**src/rtl/keypad_operand_entry.sv**
```systemverilog
// keypad_operand_entry: collects hex keypad digits into a sign-magnitude operand
// of N bits, with backspace, sign toggle, clear, and a valid/ready hand-off
// to a downstream stage.
//
// Optional feature: define LEADING_ZERO_SUPPRESS_EN to drop a 0 digit typed
// while the entry is empty, so leading zeros never use up a digit position.

module keypad_operand_entry #(
    parameter int unsigned N = 8
) (
    input  logic        clk,
    input  logic        rst_n,
    input  logic        key_valid,
    input  logic [4:0]  key_code,
    output logic        key_ready,
    output logic [15:0] hex_out,
    output logic        sign,
    output logic [2:0]  digit_count,
    output logic        operand_valid,
    input  logic        operand_ready,
    output logic        overflow
);

    localparam int unsigned DIGITS = N / 4;
    localparam logic [2:0]  MaxDigits = 3'(DIGITS);
    // The magnitude must stay below 2**(N-1); the top bit belongs to the sign.
    localparam logic [15:0] Limit = 16'(1 << (N - 1));

    localparam logic [4:0] KeyClear = 5'd16;
    localparam logic [4:0] KeyBksp  = 5'd17;
    localparam logic [4:0] KeyNeg   = 5'd18;
    localparam logic [4:0] KeyEnter = 5'd19;

`ifdef LEADING_ZERO_SUPPRESS_EN
    localparam bit SuppressLeadingZero = 1'b1;
`else
    localparam bit SuppressLeadingZero = 1'b0;
`endif

    typedef enum logic [1:0] {
        StIdle  = 2'd0,
        StEntry = 2'd1,
        StHold  = 2'd2
    } state_e;

    state_e      state_q;
    logic [15:0] hex_q;
    logic        sign_q;
    logic [2:0]  count_q;
    logic        valid_q;
    logic        ready_q;
    logic        ovf_q;

    logic        key_fire;
    logic        is_digit;
    logic [3:0]  digit;
    logic [15:0] shifted;
    logic        digit_fits;
    logic        zero_dropped;

    // Decode the incoming key and pre-compute the digit acceptance test.
    always_comb begin
        key_fire     = key_valid && ready_q;
        is_digit     = ~key_code[4];
        digit        = key_code[3:0];
        shifted      = {hex_q[11:0], digit};
        digit_fits   = (count_q < MaxDigits) && (shifted < Limit);
        zero_dropped = SuppressLeadingZero && (state_q == StIdle) && (digit == 4'd0);
    end

    // Entry FSM; every output is a register updated here.
    always_ff @(posedge clk) begin
        if (!rst_n) begin
            state_q <= StIdle;
            hex_q   <= '0;
            sign_q  <= 1'b0;
            count_q <= '0;
            valid_q <= 1'b0;
            ready_q <= 1'b1;
            ovf_q   <= 1'b0;
        end else begin
            // overflow is a single-cycle pulse unless re-armed by a new rejection
            ovf_q <= 1'b0;
            unique case (state_q)
                StIdle, StEntry: begin
                    if (key_fire) begin
                        if (is_digit) begin
                            if (!zero_dropped) begin
                                if (digit_fits) begin
                                    hex_q   <= shifted;
                                    count_q <= count_q + 3'd1;
                                    state_q <= StEntry;
                                end else begin
                                    ovf_q <= 1'b1;
                                end
                            end
                        end else begin
                            case (key_code)
                                KeyClear: begin
                                    hex_q   <= '0;
                                    sign_q  <= 1'b0;
                                    count_q <= '0;
                                    state_q <= StIdle;
                                end
                                KeyBksp: begin
                                    if (state_q == StEntry) begin
                                        hex_q   <= hex_q >> 4;
                                        count_q <= count_q - 3'd1;
                                        if (count_q == 3'd1) begin
                                            state_q <= StIdle;
                                        end
                                    end
                                end
                                KeyNeg: begin
                                    sign_q <= ~sign_q;
                                end
                                KeyEnter: begin
                                    if (state_q == StEntry) begin
                                        state_q <= StHold;
                                        valid_q <= 1'b1;
                                        ready_q <= 1'b0;
                                    end
                                end
                                // codes 20-31 complete the handshake and do nothing
                                default: ;
                            endcase
                        end
                    end
                end
                StHold: begin
                    if (operand_ready) begin
                        hex_q   <= '0;
                        sign_q  <= 1'b0;
                        count_q <= '0;
                        valid_q <= 1'b0;
                        ready_q <= 1'b1;
                        state_q <= StIdle;
                    end
                end
                default: begin
                    state_q <= StIdle;
                    valid_q <= 1'b0;
                    ready_q <= 1'b1;
                end
            endcase
        end
    end

    // Drive the ports straight from the state registers.
    always_comb begin
        key_ready     = ready_q;
        hex_out       = hex_q;
        sign          = sign_q;
        digit_count   = count_q;
        operand_valid = valid_q;
        overflow      = ovf_q;
    end

endmodule

```
**config.mk**
```make
export PLATFORM = sky130hd
export DESIGN_NAME = keypad_operand_entry
export DESIGN_NICKNAME = d
export VERILOG_FILES = /design/src/rtl/keypad_operand_entry.sv
export SDC_FILE = /design/constraint.sdc
export NUM_CORES = 1
export LEC_CHECK = 0
export BUFFER_PORTS_ARGS = -buffer_cell sky130_fd_sc_hd__buf_2
export CORE_AREA = 2 2 68 70
export CTS_CLUSTER_DIAMETER = 150
export DETAILED_ROUTE_END_ITERATION = 7
export DIE_AREA = 0 0 70 72
export GPL_ROUTABILITY_DRIVEN = 0
export HOLD_SLACK_MARGIN = 0.1
export SKIP_LAST_GASP = 1
export SYNTH_ARGS = -nofsm -noshare
export SYNTH_HDL_FRONTEND = slang
export SYNTH_SLANG_ARGS = --single-unit
export TNS_END_PERCENT = 10
```
**constraint.sdc**
```tcl
create_clock -name clk -period 2.7 [get_ports clk]
set_input_delay 0.135 -clock clk [delete_from_list [all_inputs] [get_ports clk]]
set_output_delay 0.135 -clock clk [all_outputs]
set_load 0.005 [all_outputs]
```
; ---- Yosys cells after proc, flatten, opt, wreduce, memory -nomap -nowiden
; Index checks and enable logic that the tools add are counted.
[word_totals]
ram_bits = 0
memories = 0
register_bits = 25
romBits = 0
wordCells = 84
latch_bits = 0
in_bits = 9
[classes]
n_mux = 40
shift = 0
multipliers = 0
reduce_logical = 10
n_addsub = 2
n_lt_le_gt_ge = 2
bitwise = 4
div = 0
eq_ne = 19
[ops]
columns = operator, n
row1 = $mux W16, 5
row2 = $pmux W16 S2, 2
row3 = $eq A5 B5 Y1 const B, 4
row4 = $lt A16 B8 Y1 const B, 1
row5 = $mux W3, 5
row6 = $mux W2, 7
row7 = $mux W1, 13
row8 = $ne A4 B4 Y1 const B, 3
row9 = $pmux W3 S2, 2
row10 = $reduce_and A5 Y1, 2
row11 = $ne A2 B2 Y1 const B, 4
row12 = $pmux W1 S2, 4
row13 = $reduce_and A7 Y1, 1
row14 = $pmux W2 S3, 1
row15 = $reduce_and A6 Y1, 1
row16 = $ne A5 B2 Y1 const B, 1
row17 = $ne A4 B2 Y1 const B, 1
row18 = $not A1 Y1, 4
row19 = $pmux W2 S2, 1
row20 = $reduce_or A4 Y1, 1
row21 = $add A3 B1 Y3 const B, 1
row22 = $eq A3 B1 Y1 const B, 1
row23 = $lt A3 B2 Y1 const B, 1
row24 = $ne A3 B1 Y1 const B, 1
row25 = 9 further kinds, 10

; ---- Longest topological paths before layout
[depth]
ltp_word = 7
depth_mapped = 8

; ---- Least setup slack after synthesis
; Ideal clock, no wire load.
[synth_timing]
path_type = reg-to-reg
from = reg hex_q[7] (netlist: hex_out[7])
to = reg count_q[0] (netlist: digit_count[0])
path_slack_ns = 1.042
t_arrival_ns = 1.599
required_time_ns = 2.641
stages_incl_launch_ff = 7
period_less_slack_ns = 1.658
cell_sequence = dfxtp_1 nor4_1 nand3_1 a221o_1 buf_6 a2111oi_4 a31o_1
[synth_via]
elab_chain_len = 4
[synth_rtl]
columns = element, line
row1 = start: declaration, 47  ; logic [15:0] hex_q;
row2 = start signal: assignment, 90  ; hex_q <= shifted;
row3 = start signal: assignment, 107  ; hex_q <= hex_q >> 4;
row4 = $lt A16 B8 Y1, 67  ; digit_fits = (count_q < MaxDigits) && (shifted < Limit);
row5 = $logic_and A1 B1 Y1, 67
row6 = $ne A3 B3 Y1 (no source line), n/a
row7 = $reduce_and A6 Y1 (no source line), n/a
row8 = end signal: assignment, 91  ; count_q <= count_q + 3'd1;
row9 = end signal: assignment, 108  ; count_q <= count_q - 3'd1;
row10 = end: declaration, 49  ; logic [2:0] count_q;
; Every way passes these cells.
; A chain may end at the register's enable or synchronous reset.

; ---- Final worst setup path
[layout_timing]
from = reg hex_q[7] (netlist: hex_out[7])
to = reg hex_q[2] (netlist: hex_out[2])
[layout_via]
elab_chain_len = 4
[layout_rtl]
columns = element, line
row1 = $lt A16 B8 Y1, 67
row2 = $logic_and A1 B1 Y1, 67
row3 = $ne A3 B3 Y1 (no source line), n/a
row4 = $reduce_and A6 Y1 (no source line), n/a
; Every way passes these cells.

==> impl_metrics.json <==
{
  "status": "completed",
  "slew_viol_final": 0,
  "max_slew_margin": 0.5091,
  "insertion_delay_ns": 0.27,
  "cts_resized": 0,
  "cts.clk_slew.worst_paths_ns": 0.09,
  "grt_max_degree": 27,
  "routed_wirelength_mm": 3.139,
  "grt_usage": 0.1279,
  "hold_buffers": 0,
  "syn_area_sq_um": 1245,
  "timing.setup.tns_ns": 0,
  "crit_type": "flop to flop",
  "max_cap_viol_count": 0,
  "end_kind": "flop",
  "ys_ff_latch": 25,
  "crit_path_top_delay_cell": "a221o_1",
  "r2r_start": "hex_out[7]",
  "die-area_sq_um": 5040,
  "yosysWarningCount": 0,
  "synth_fp_nets": 151,
  "syn_inst": 139,
  "utilization": 0.3451,
  "p_per_area_nw_per_um2": 469.3,
  "clockRootBuffer": "clkbuf_8",
  "ys.flop_type": "dfxtp_1",
  "max_freq_ghz": 0.4681,
  "synth_enable_flop_cells": 0,
  "cp.arrival_ns": 2.32,
  "reg2reg_depth": 5,
  "tightest_slew_ns": 0.7361,
  "route.detailed.drc": 0,
  "dp_cells": 213,
  "path_cells": "nor4_1, nand3_1, a221o_1, buf_4, o31ai_1",
  "start_util": 0.2920,
  "cts-buffers-inserted": 3,
  "holdCritPathClass": "primary input to flop",
  "placement.io_buffers": 31,
  "reg2reg_to": "hex_out[2]",
  "die_x_um": 70,
  "crit_path_start": "hex_out[7]",
  "dr_wl_met3_um": 239,
  "fin_crit_sh": 0.7913,
  "ys_seq_area_frac": 0.4020,
  "yosysMostFrequentCell": "dfxtp_1",
  "rsz0062_at_grt": "no",
  "crit_family": "compound AO/OA/AOI/OAI gates",
  "hpwlAfterDp_mm": 2.216,
  "critPathBufInv": 1,
  "syn_to_final_growth_pct": 18.19,
  "preCtsSetupSlack_ns": 0.6327,
  "placementRows": 24,
  "whs_ns": 0.1455,
  "crit_required_ns": 2.88,
  "ys_top_cells_by_area": "dfxtp_1 40%, nand3_1 7.2%, a22oi_1 7.2%",
  "num_vias": 1176,
  "setup_ws_ns": 0.5636,
  "highest_layer": "met4",
  "ys_types": 34,
  "fillCellCount": 468,
  "drt-met1-wl_mm": 1.520,
  "post_drt_wl_per_cell_um": 14.47,
  "design_area_sq_um": 1471,
  "cp_slowest_stage_delay_ns": 0.63,
  "total_power_uw": 690.6,
  "period_needed_ns": 2.136,
  "dr_wl_met2_mm": 1.365,
  "drt_iter0_drc": 128,
  "cts_setup_buffers": 0,
  "endpoint": "hex_out[2]",
  "via_per_inst": 5.419,
  "grt_pass1_wl_mm": 5.333,
  "yosysTopAreaCell": "dfxtp_1",
  "leakage_nw": 0.6078,
  "crit_cells": 5,
  "nets": 178,
  "synth_top_area_frac": 0.4020,
  "final_hold_viol_count": 0,
  "first_pass_iters": 4,
  "cts_max_path_buffers": 2,
  "critPathLaunchType": "flop",
  "htreeDepth": 1,
  "cts_tree": "built",
  "n_antenna_cell": 0,
  "synthArstFlopShare": 0,
  "postPlaceCellArea_sq_um": 1423,
  "clock-sinks": 25,
  "grt_pass1_vias": 1080,
  "synth_area_per_cell_sq_um": 8.956,
  "overflow": 0,
  "irDropWorstVdd_v": 0.0002923,
  "coreArea_sq_um": 4264,
  "synthTopCellsByCount": "25 x dfxtp_1, 18 x nand3_1, 12 x a22oi_1, 12 x o31ai_1",
  "io_pins": 32,
  "drive_gt1_frac": 0.2424,
  "fin_skew_ns": 0.005693,
  "reg2reg_slack_ns": 0.56,
  "cp_max_fo": 21,
  "antenna_left": 0,
  "stdcell_count": 217,
  "grt_antenna_before_repair": 0,
  "setup_viol": 0,
  "die_y_um": 72
}
## metal layers
metal | track usage | vias to the layer above
li1 | - | 583
met1 | 0.1841 | 541
met2 | 0.1968 | 50
met3 | 0.03333 | 2
met4 | 0.02137 | 0
met5 | 0 | -
## cell usage in the layout, fill, tap and decap left out, types with 2 or more instances in the layout
cell | Yosys | final
o41ai_1 | 2 | 2
a31o_1 | 2 | 2
nand2b_1 | 2 | 2
nand3_1 | 18 | 18
nand2_1 | 6 | 6
mux2i_1 | 2 | 2
clkbuf_8 | 0 | 3
and3_1 | 4 | 4
o31a_1 | 2 | 2
or4_1 | 2 | 2
buf_4 | 3 | 3
nor3_1 | 2 | 2
inv_1 | 7 | 7
nor2_1 | 4 | 4
a22oi_1 | 12 | 12
dfxtp_1 | 25 | 25
a221oi_1 | 2 | 2
nor4_1 | 2 | 2
buf_2 | 1 | 31
a21oi_1 | 3 | 3
o21ai_0 | 5 | 5
ha_1 | 3 | 3
o31ai_1 | 12 | 12
## flip-flops by register name, summed over array words and instances (netlist names)
| name | count |
|---|---|
| digit_count | 3 |
| hex_out | 16 |
| key_ready | 1 |
| operand_valid | 1 |
| overflow | 1 |
| sign | 1 |
| state_q | 2 |
## final cells by class
cell class                      count  area [sq um]  share of cell area
Tap cell                           52         65.06             0.04422
Clock inverter                      1         7.507            0.005102
Multi-Input combinational cell     95         653.1              0.4439
Timing Repair Buffer               34         177.7              0.1207
Sequential cell                    25         500.5              0.3401
Clock buffer                        3         41.29             0.02806
Inverter                            7         26.28             0.01786
## cells by family after synthesis
family | count (synthesis) | synth area share
adders and majority gates | 3 | 0.03015
buffers and inverters | 19 | 0.07337
muxes | 2 | 0.01608
DFF | 25 | 0.4020
and+or+nand+nor | 44 | 0.1909
AOI/OAI and AO/OA | 46 | 0.2875
## worst min-delay path by stage
stage | start | to | slack (ns) | depth (start not counted)
after floorplan | operand_ready | key_ready | 0.32 | 2
after global placement | operand_ready | state_q[1] | 0.45 | 3
after detailed placement | operand_ready | state_q[1] | 0.43 | 3
after CTS | operand_ready | state_q[1] | 0.14 | 3
after global routing | operand_ready | state_q[1] | 0.16 | 3
final | operand_ready | state_q[1] | 0.15 | 3
## tightest hold or removal path, stage by stage
cell	delay (ns)
buf_2	0.09
or4_1	0.10
o41ai_1	0.05
## power by group
group,leakage [nW],total [mW],internal [mW],switching (mW)
Sequential,0.202,0.380,0.374,0.00649
Combinational,0.384,0.0793,0.0273,0.0521
Clock,0.0217,0.231,0.105,0.126
Note: power is estimated with default switching activity, not from simulation.
